==> src/rtl/shared_reg_arbiter.sv <==
// shared_reg_arbiter: round-robin sharing of one data register among N
// requesters; each grant loads q, then q is held for HOLD cycles.
module shared_reg_arbiter #(
    parameter int N = 4,
    parameter int W = 8,
    parameter int HOLD = 2,
    localparam int IW = (N > 1) ? $clog2(N) : 1
) (
    input  logic           clk,
    input  logic           reset,
    input  logic [N-1:0]   req,
    input  logic [N*W-1:0] wdata,
    output logic [N-1:0]   gnt,
    output logic [W-1:0]   q,
    output logic           q_valid,
    output logic [IW-1:0]  owner,
    output logic           busy
);
    localparam int CW = $clog2(HOLD + 1);

    typedef enum logic {IDLE, BUSY} state_e;

    state_e        state_q, state_d;
    logic [CW-1:0] cnt_q, cnt_d;
    logic [N-1:0]  gnt_q, gnt_d;
    logic [W-1:0]  q_q, q_d;
    logic          q_valid_q, q_valid_d;
    logic [IW-1:0] owner_q, owner_d;
    logic [IW-1:0] last_q, last_d;

    logic [W-1:0]  wd [N];
    logic [IW-1:0] win;
    logic [IW-1:0] idx;

    always_comb begin
        for (int i = 0; i < N; i++) begin
            wd[i] = wdata[i*W +: W];
        end
    end

    // Scan from farthest to nearest so the nearest set bit after last wins.
    always_comb begin
        win = last_q;
        idx = last_q;
        for (int k = N; k >= 1; k--) begin
            idx = IW'((int'(last_q) + k) % N);
            if (req[idx]) begin
                win = idx;
            end
        end
    end

    always_comb begin
        state_d   = state_q;
        cnt_d     = cnt_q;
        gnt_d     = '0;
        q_d       = q_q;
        q_valid_d = q_valid_q;
        owner_d   = owner_q;
        last_d    = last_q;
        unique case (state_q)
            IDLE: begin
                if (|req) begin
                    gnt_d[win] = 1'b1;
                    q_d        = wd[win];
                    q_valid_d  = 1'b1;
                    owner_d    = win;
                    last_d     = win;
                    cnt_d      = CW'(HOLD);
                    state_d    = BUSY;
                end
            end
            BUSY: begin
                if (cnt_q == CW'(1)) begin
                    state_d = IDLE;
                end else begin
                    cnt_d = cnt_q - CW'(1);
                end
            end
            default: state_d = IDLE;
        endcase
    end

    always_ff @(posedge clk or posedge reset) begin
        if (reset) begin
            state_q   <= IDLE;
            cnt_q     <= '0;
            gnt_q     <= '0;
            q_q       <= '0;
            q_valid_q <= 1'b0;
            owner_q   <= '0;
            last_q    <= IW'(N - 1);
        end else begin
            state_q   <= state_d;
            cnt_q     <= cnt_d;
            gnt_q     <= gnt_d;
            q_q       <= q_d;
            q_valid_q <= q_valid_d;
            owner_q   <= owner_d;
            last_q    <= last_d;
        end
    end

    assign gnt     = gnt_q;
    assign q       = q_q;
    assign q_valid = q_valid_q;
    assign owner   = owner_q;
    assign busy    = (state_q == BUSY);

endmodule

==> config.mk <==
export PLATFORM = sky130hd
export DESIGN_NAME = shared_reg_arbiter
export DESIGN_NICKNAME = d
export VERILOG_FILES = /design/src/rtl/shared_reg_arbiter.sv
export SDC_FILE = /design/constraint.sdc
export NUM_CORES = 1
export LEC_CHECK = 0
export CORE_ASPECT_RATIO = 0.9
export CORE_UTILIZATION = 40
export DETAILED_ROUTE_END_ITERATION = 10
export GPL_TIMING_DRIVEN = 0
export PLACE_DENSITY = 0.82
export SYNTH_ARGS = -nofsm -noshare
export SYNTH_HDL_FRONTEND = slang
export SYNTH_SLANG_ARGS = --single-unit
==> constraint.sdc <==
create_clock -name clk -period 3.8 [get_ports clk]
set_input_delay 0.76 -clock clk [delete_from_list [all_inputs] [get_ports clk]]
set_output_delay 0.76 -clock clk [all_outputs]
set_load 0.01 [all_outputs]
==> flow_summary_export.csv, run 1 <==
group,metric,value,unit
synth,synth_seq_cells,20,
routing,dr.pass1.iters,4,
floorplanning,design.core.area,0.002574,mm²
timing,rsz0062_at_grt,"false",
grt,grt-ovfl-total,0,
setup_path,worstReg2RegStart,"last_q[0]",
synth,yosysUniqueCellTypes,28,
placed_design,place_ws,1.081,ns
final_layout,diodes,0,
timing,setup_viol_count_final,0,
worst_hold_path,hp-class,"flip-flop to flip-flop",
floorplanning,rows,17,
pwr,vdd_drop_max,322.5,µV
outcome,outcome,"finished clean",
clocking,cts_root_buf,"clkbuf_4",
timing,holdWs,0.4972,ns
clocking,cts_tree,"done",
pwr,p_per_area,696.0,mW/mm²
timing,final.setup.tns,0,ns
setup_path,path_cells,"clkdlybuf4s50_1, nor2_1, a21o_1, a21oi_1, o211a_1, a211oi_2",
worst_hold_path,min_path_cells,1,
clocking,clk_path_buf_depth,2,
grt,grt_max_degree,21,
timing,fin_crit,2.441,ns
floorplanning,die_y,52.64,µm
floorplanning,die-area,0.003067,mm²
timing,max_freq,0.4098,GHz
final_layout,drive_above_1_share,0.1124,
timing,clock_skew,0.001812,ns
clocking,cts_sinks,20,
timing,relSlewSlack,0.4438,
grt,antenna_found_initial,0,
routing,vias,1166,
clocking,clk_latency,0.30,ns
routing,wirelength,3287,µm
synth,ys_warn_count,0,
setup_path,ff2ff_path_depth,5,
routing,via_per_inst,5.398,
clocking,clkSlewWorstSetupHoldPaths,0.12,ns
routing,wire_per_inst,15.22,µm
grt,grt_pass1_vias,1222,
synth,syn_area_per_cell,9.420,µm²
pwr,power_leakage,0.8267,nW
clocking,numCtsBuffers,3,
placed_design,gp_congestion,0.8897,
synth,synth.net_count,160,
setup_path,r2r-end,"q[4]",
setup_path,cp_max_fo,10,
setup_path,critPathArrivalTime,2.64,ns
setup_path,startpoint,"req[1]",
timing,fin_crit_sh,0.6422,
final_layout,final_util,0.6879,
job,maxCapViolations,0,
timing,maxSlewViolCount,0,
synth,synth_seq_area_share,0.4413,
floorplanning,start_util,0.4429,
timing,finalWorstSetupSlack,1.359,ns
floorplanning,ioPinCount,54,
synth,post_synth_instance_area,0.001140,mm²
setup_path,ff2ff_setup_slack,1.88,ns
timing,hold_viol,0,
routing,postRouteAntennaNets,0,
setup_path,endpoint,"q[4]",
clocking,cts_setup_buffers,0,
routing,drt_iter0_drc,26,
placed_design,hpwlAfterDp,2542,µm
grt,grt_usage,0.2440,
clocking,cts.hold.buffers_added,0,
floorplanning,die_w,58.27,µm
placed_design,placed_area,0.001718,mm²
grt,grt_pass1_wl,5464,µm
clocking,cts.htree.levels,1,
setup_path,startpoint_type,"primary input",
final_layout,layout.nets,218,
setup_path,critPathRequiredTime,4.00,ns
routing,drc,0,
setup_path,critical_path_class,"primary input to flip-flop",
clocking,post_cts_resized,0,
final_layout,syn2layout_area_growth,55.32,%
timing,tightest_slew,0.8343,ns
setup_path,cp-end-kind,"flip-flop",
placed_design,io_buffers,53,
final_layout,fillers,207,
setup_path,cpPeakStageDelay,0.67,ns
synth,netlist_instances,121,
setup_path,crit_slowest_cell,"a21oi_1",
final_layout,fin_area,0.001770,mm²
## area by class of cell
class | count | area (µm²) | share of cell area
buffer | 6 | 42.54 | 0.02403
clock buffer | 3 | 22.52 | 0.01272
clock inverter | 1 | 30.03 | 0.01696
inverter | 10 | 37.54 | 0.02120
multi-input combinational | 85 | 556.8 | 0.3145
sequential | 20 | 503.0 | 0.2841
tap | 38 | 47.55 | 0.02686
timing repair buffer | 53 | 530.5 | 0.2996
## per-layer routing
| metal | global-route usage | routed length, µm | up-vias | part of all wire |
|---|---|---|---|---|
| met4 | 0.09921 | 64 | 0 | 0.019 |
| li1 | - | - | 539 | - |
| met3 | 0.04198 | 178 | 8 | 0.054 |
| met5 | 0 | 0 | - | 0 |
| met1 | 0.2635 | 1243 | 561 | 0.38 |
| met2 | 0.4693 | 1800 | 58 | 0.55 |
## cell families after synthesis
kind of cell | after synthesis | synth area share
flops | 20 | 0.4413
fa+ha+maj | 1 | 0.01098
buf+inv | 16 | 0.07026
simple gates | 50 | 0.2184
compound gates | 34 | 0.2591
## worst min path at each step
stage / start / to / slack [ns]
floorplan: last_q[1] / last_q[1] / 0.46
global placement: q_valid / q_valid / 0.45
detailed placement: q_valid / q_valid / 0.47
CTS: last_q[1] / last_q[1] / 0.50
global route: q_valid / q_valid / 0.52
finish: q_valid / q_valid / 0.50
## state kept, by name, indices dropped and copies added, names as in the netlist
| name | cells |
|---|---|
| busy | 1 |
| cnt_q | 2 |
| gnt | 4 |
| last_q | 2 |
| owner | 2 |
| q | 8 |
| q_valid | 1 |
## worst max-delay path, delay by kind of cell
| family | cells | cell delay [ns] |
|---|---|---|
| and+or+nand+nor | 1 | 0.09 |
| AOI/OAI and AO/OA | 4 | 1.27 |
| buffers and inverters | 1 | 0.51 |
## synthesized netlist by cell type
master,n,area share
ha_1,1,0.011
nand4_1,8,0.044
and3_4,1,0.0099
or3b_1,1,0.0077
nor2_1,15,0.049
nand3_1,3,0.013
dfstp_2,2,0.046
o21bai_1,1,0.0066
clkbuf_1,2,0.0066
nor2b_1,1,0.0055
nand3b_1,1,0.0066
a211oi_2,8,0.088
clkbuf_2,1,0.0044
a21o_1,1,0.0066
inv_1,10,0.033
o21ai_0,1,0.0044
buf_4,1,0.0066
a21oi_1,12,0.053
buf_6,2,0.020
a31oi_1,1,0.0055
a21bo_1,1,0.0088
and2_1,2,0.011
nand2_1,13,0.043
nand2b_1,4,0.022
dfrtp_1,18,0.40
o21bai_4,1,0.016
and2b_1,1,0.0066
o211a_1,8,0.070
## cells in the final DEF, fill, tap and decap left out, types with 2 or more instances in the layout
cell type,synthesis,final
buf_6,2,2
and2_1,2,2
o211a_1,8,8
clkbuf_4,0,3
nand2b_1,4,4
nand4_1,8,8
nand2_1,13,13
nand3_1,3,3
clkdlybuf4s50_1,0,53
dfrtp_1,18,18
a21oi_1,12,12
clkbuf_1,2,2
nor2_1,15,15
a211oi_2,8,8
dfstp_2,2,2
inv_1,10,10
## stage by stage
stage,power (mW),instances
detailed placement,1.058,212
finish,1.232,216
global route,1.313,216
global placement,1.021,212
floorplan,0.7760,121
CTS,1.235,216
## power by group
group	total (mW)	internal [mW]	switching, mW
sequential	0.369	0.314	0.0549
clock	0.175	0.107	0.0686
combinational	0.688	0.340	0.348
No activity file was read; power rests on OpenSTA's default activity.
==> run 2: changes to the inputs <==
CORE_UTILIZATION = 36   (was 40)
PLACE_DENSITY = 0.78   (was 0.82)
clock period = 2.2 ns   (was 3.8 ns; I/O delays follow)
==> flow_summary_export.csv, run 2 (synthesized netlist as in run 1, its figures left out) <==
group,metric,value,unit
clocking,cts_setup_buffers,0,
timing,relSlewSlack,0.4808,
grt,grt_pass1_wl,5112,µm
outcome,outcome,"finished clean",
routing,dr_wl_met3,182,µm
routing,drc,0,
timing,fin_crit,2.050,ns
setup_path,ff2ff_setup_slack,0.31,ns
floorplanning,ioPinCount,54,
timing,final.setup.tns,0,ns
clocking,cts_sinks,20,
setup_path,critical_path_class,"primary input to flip-flop",
timing,hold_viol,0,
floorplanning,die_w,61.32,µm
routing,drt_iter0_drc,30,
grt,grt_pass1_vias,1166,
floorplanning,rows,18,
final_layout,final_cell_mix,"53 x clkdlybuf4s50_1, 18 x dfrtp_1, 15 x nor2_1, 13 x nand2_1, 12 x a21oi_1",
worst_hold_path,hp-class,"flip-flop to flip-flop",
pwr,vdd_drop_max,551.4,µV
routing,wire_per_inst,14.11,µm
placed_design,hpwlAfterDp,2368,µm
setup_path,worstReg2RegStart,"last_q[0]",
setup_path,crit_slowest_cell,"a21oi_1",
worst_hold_path,min_path_cells,1,
clocking,cts_tree,"done",
setup_path,path_cells,"clkdlybuf4s50_1, nor2_1, a21o_1, a21oi_1, o211a_1, a211oi_2",
timing,tightest_slew,0.7789,ns
routing,highest_layer,"met4",
routing,wirelength,3076,µm
floorplanning,die-area,0.003396,mm²
timing,max_freq,0.4877,GHz
timing,finalWorstSetupSlack,0.1495,ns
routing,dr.pass1.iters,4,
clocking,numCtsBuffers,3,
worst_hold_path,min-delay-start,"q_valid",
setup_path,r2r-end,"gnt[1]",
final_layout,syn2layout_area_growth,55.54,%
placed_design,gp_congestion,0.8536,
setup_path,critPathRequiredTime,2.39,ns
routing,vias,1091,
routing,wl_met2,1587,µm
pwr,power_leakage,0.8267,nW
setup_path,startpoint,"req[3]",
grt,grt_usage,0.2001,
final_layout,diodes,0,
floorplanning,start_util,0.3954,
setup_path,cpPeakStageDelay,0.64,ns
setup_path,critPathArrivalTime,2.24,ns
setup_path,startpoint_type,"primary input",
timing,rsz0062_at_grt,"false",
routing,routedLengthMet1,1261,µm
grt,grt_max_degree,21,
routing,postRouteAntennaNets,0,
final_layout,layout_commonest_cell,"clkdlybuf4s50_1",
job,maxCapViolations,0,
clocking,clk_latency,0.30,ns
floorplanning,design.core.area,0.002883,mm²
grt,antenna_found_initial,0,
timing,setup_viol_count_final,0,
pwr,p_per_area,1186,mW/mm²
setup_path,ff2ff_path_depth,4,
final_layout,drive_above_1_share,0.1124,
final_layout,layout.nets,218,
grt,grt-ovfl-total,0,
setup_path,cp-end-kind,"flip-flop",
floorplanning,die_y,55.38,µm
routing,via_per_inst,5.005,
clocking,cts.hold.buffers_added,0,
clocking,clkSlewWorstSetupHoldPaths,0.11,ns
clocking,cts.htree.levels,1,
clocking,post_cts_resized,0,
final_layout,final_util,0.6150,
timing,maxSlewViolCount,0,
clocking,cts_root_buf,"clkbuf_4",
clocking,clk_path_buf_depth,2,
placed_design,place_ws,-0.1544,ns
setup_path,cp_max_fo,10,
timing,fin_crit_sh,0.9320,
timing,clock_skew,0.005964,ns
placed_design,io_buffers,53,
final_layout,largest_reg_flops,8,
worst_hold_path,min_to,"q_valid",
run 2: cell counts in the layout (fill, tap and decap cells not counted):
Identical to the previous run, type by type.
run 2: area by class of cell:
class,count,area (µm²)
sequential,20,503.0
multi-input combinational,85,556.8
buffer,6,42.54
inverter,10,37.54
fill,266,1110
timing repair buffer,53,530.5
tap,40,50.05
clock buffer,3,22.52
clock inverter,1,30.03
run 2: metal layers:
layer  up-vias  GRT usage
met3         4    0.05621
met1       509     0.2325
met4         0    0.05195
met2        40     0.3494
li1        538          -
met5         -          0
run 2: worst max-delay path by stage:
stage	to	slack, ns	cells past startpoint
after floorplan	q[5]	0.52	6
after global placement	q[1]	-0.12	6
after detailed placement	q[6]	-0.15	6
after CTS	q[4]	0.15	6
after global routing	q[0]	0.06	6
final	q[4]	0.15	6
run 2: power breakdown:
| group | switching [mW] | internal [mW] |
|---|---|---|
| clock | 0.116 | 0.184 |
| sequential | 0.0910 | 0.543 |
| combinational | 0.581 | 0.588 |
| total | 0.789 | 1.31 |
run 2: worst max-delay path, delay by kind of cell:
family,cells,cell delay [ns]
AO/OA/AOI/OAI,4,1.20
buffers and inverters,1,0.51
AND/OR/NAND/NOR,1,0.09
run 2: per-stage QoR:
step                      total power [mW]  std cells  hold WS (ns)  area [µm²]
after floorplan                      1.340        121        0.4023        1140
after global placement               1.770        214        0.4486        1720
after detailed placement             1.816        214        0.4606        1720
after CTS                            2.117        218        0.4880        1773
after global routing                 2.249        218        0.5086        1773
final                                2.103        218        0.4788        1773
==> run 3: changes to the inputs <==
GPL_ROUTABILITY_DRIVEN = 0   (was default)
==> flow_summary_export.csv, run 3 (synthesized netlist as in run 1, its figures left out) <==
group,metric,value,unit
clocking,cts_tree,"done",
setup_path,critical_path_class,"primary input to flip-flop",
routing,via_per_inst,5.078,
clocking,cts.hold.buffers_added,0,
timing,rsz0062_at_grt,"false",
floorplanning,die_y,55.38,µm
timing,clock_skew,0.0006535,ns
floorplanning,die-area,0.003396,mm²
timing,tightest_slew,0.7702,ns
setup_path,startpoint_type,"primary input",
grt,grt-ovfl-total,0,
setup_path,cpPeakStageDelay,0.63,ns
setup_path,cp_max_fo,10,
grt,grt_usage,0.2017,
setup_path,critPathRequiredTime,2.40,ns
routing,dr.pass1.iters,4,
routing,wirelength,3094,µm
grt,antenna_found_initial,0,
final_layout,fillers,270,
clocking,clk_path_buf_depth,2,
placed_design,io_buffers,53,
clocking,clkSlewWorstSetupHoldPaths,0.11,ns
timing,fin_crit,2.023,ns
routing,wire_per_inst,14.19,µm
placed_design,place_ws,-0.1279,ns
setup_path,crit_slowest_cell,"a21oi_1",
timing,relSlewSlack,0.4865,
routing,drt_iter0_drc,27,
grt,grt_max_degree,21,
routing,postRouteAntennaNets,0,
worst_hold_path,hp-class,"flip-flop to flip-flop",
timing,final.setup.tns,0,ns
timing,fin_crit_sh,0.9195,
clocking,cts_sinks,20,
final_layout,final_cell_mix,"53 x clkdlybuf4s50_1, 18 x dfrtp_1, 15 x nor2_1, 13 x nand2_1, 12 x a21oi_1",
floorplanning,ioPinCount,54,
final_layout,layout_commonest_cell,"clkdlybuf4s50_1",
floorplanning,rows,18,
final_layout,syn2layout_area_growth,54.12,%
final_layout,largest_reg_flops,8,
final_layout,layout.nets,218,
clocking,post_cts_resized,0,
clocking,cts_root_buf,"clkbuf_4",
clocking,cts.htree.levels,1,
outcome,outcome,"finished clean",
floorplanning,start_util,0.3954,
clocking,cts_setup_buffers,0,
setup_path,path_buf_inv,1,
final_layout,drive_above_1_share,0.1124,
pwr,p_per_area,1148,mW/mm²
grt,grt_pass1_vias,1135,
grt,grt_pass1_wl,5085,µm
setup_path,cp-end-kind,"flip-flop",
pwr,power_leakage,0.8197,nW
floorplanning,design.core.area,0.002883,mm²
final_layout,diodes,0,
timing,hold_viol,0,
pwr,vdd_drop_max,603.4,µV
job,maxCapViolations,0,
routing,drc,0,
floorplanning,die_w,61.32,µm
timing,setup_viol_count_final,0,
setup_path,critPathArrivalTime,2.22,ns
timing,max_freq,0.4943,GHz
setup_path,crit_family,"compound AO/OA/AOI/OAI gates",
routing,vias,1107,
placed_design,hpwlAfterDp,2377,µm
setup_path,path_cells,"clkdlybuf4s50_1, nor2_1, a21o_1, a21oi_1, o211a_1, a211oi_2",
timing,finalWorstSetupSlack,0.1771,ns
clocking,clk_latency,0.30,ns
clocking,numCtsBuffers,3,
timing,maxSlewViolCount,0,
-- run 3: path summary, 6_finish.rpt --
check                           startpoint  endpoint  slack, ns  cells past startpoint
worst max-delay path                req[1]      q[3]       0.18                      6
worst min-delay path               q_valid   q_valid       0.48                      1
worst max register to register   last_q[0]    gnt[1]       0.33                      4
worst min register to register     q_valid   q_valid       0.48                      1
max in group asynchronous            reset  cnt_q[0]       1.17                      2
min in group asynchronous            reset    gnt[3]       0.56                      2
-- run 3: per-layer routing --
layer	share of wire	track usage	up-vias
met5	0	0	-
met4	0.019	0.07468	0
met3	0.049	0.03044	7
met2	0.50	0.3385	46
met1	0.43	0.2537	511
li1	-	-	543
-- run 3: cell type report --
class | instances | area, µm² | area share
Sequential cell | 20 | 503.0 | 0.2863
Buffer | 6 | 42.54 | 0.02422
Timing Repair Buffer | 53 | 530.5 | 0.3020
Multi-Input combinational cell | 85 | 556.8 | 0.3170
Clock buffer | 4 | 36.28 | 0.02066
Inverter | 10 | 37.54 | 0.02137
Tap cell | 40 | 50.05 | 0.02849
-- run 3: metrics by stage --
stage,cell area (µm²),hold WS [ns],power (mW),std cells,util
detailed placement,1720,0.4523,1.812,214,0.5968
finish,1757,0.4830,2.017,218,0.6094
floorplan,1140,0.4023,1.340,121,-
global route,1757,0.5187,2.166,218,0.6094
CTS,1757,0.4835,2.030,218,0.6094
global placement,1720,0.4488,1.771,214,0.5968
-- run 3: where the power goes --
group | switching (mW) | internal, mW | total, mW
combinational | 0.577 | 0.587 | 1.16
sequential | 0.0957 | 0.543 | 0.639
clock | 0.114 | 0.101 | 0.215
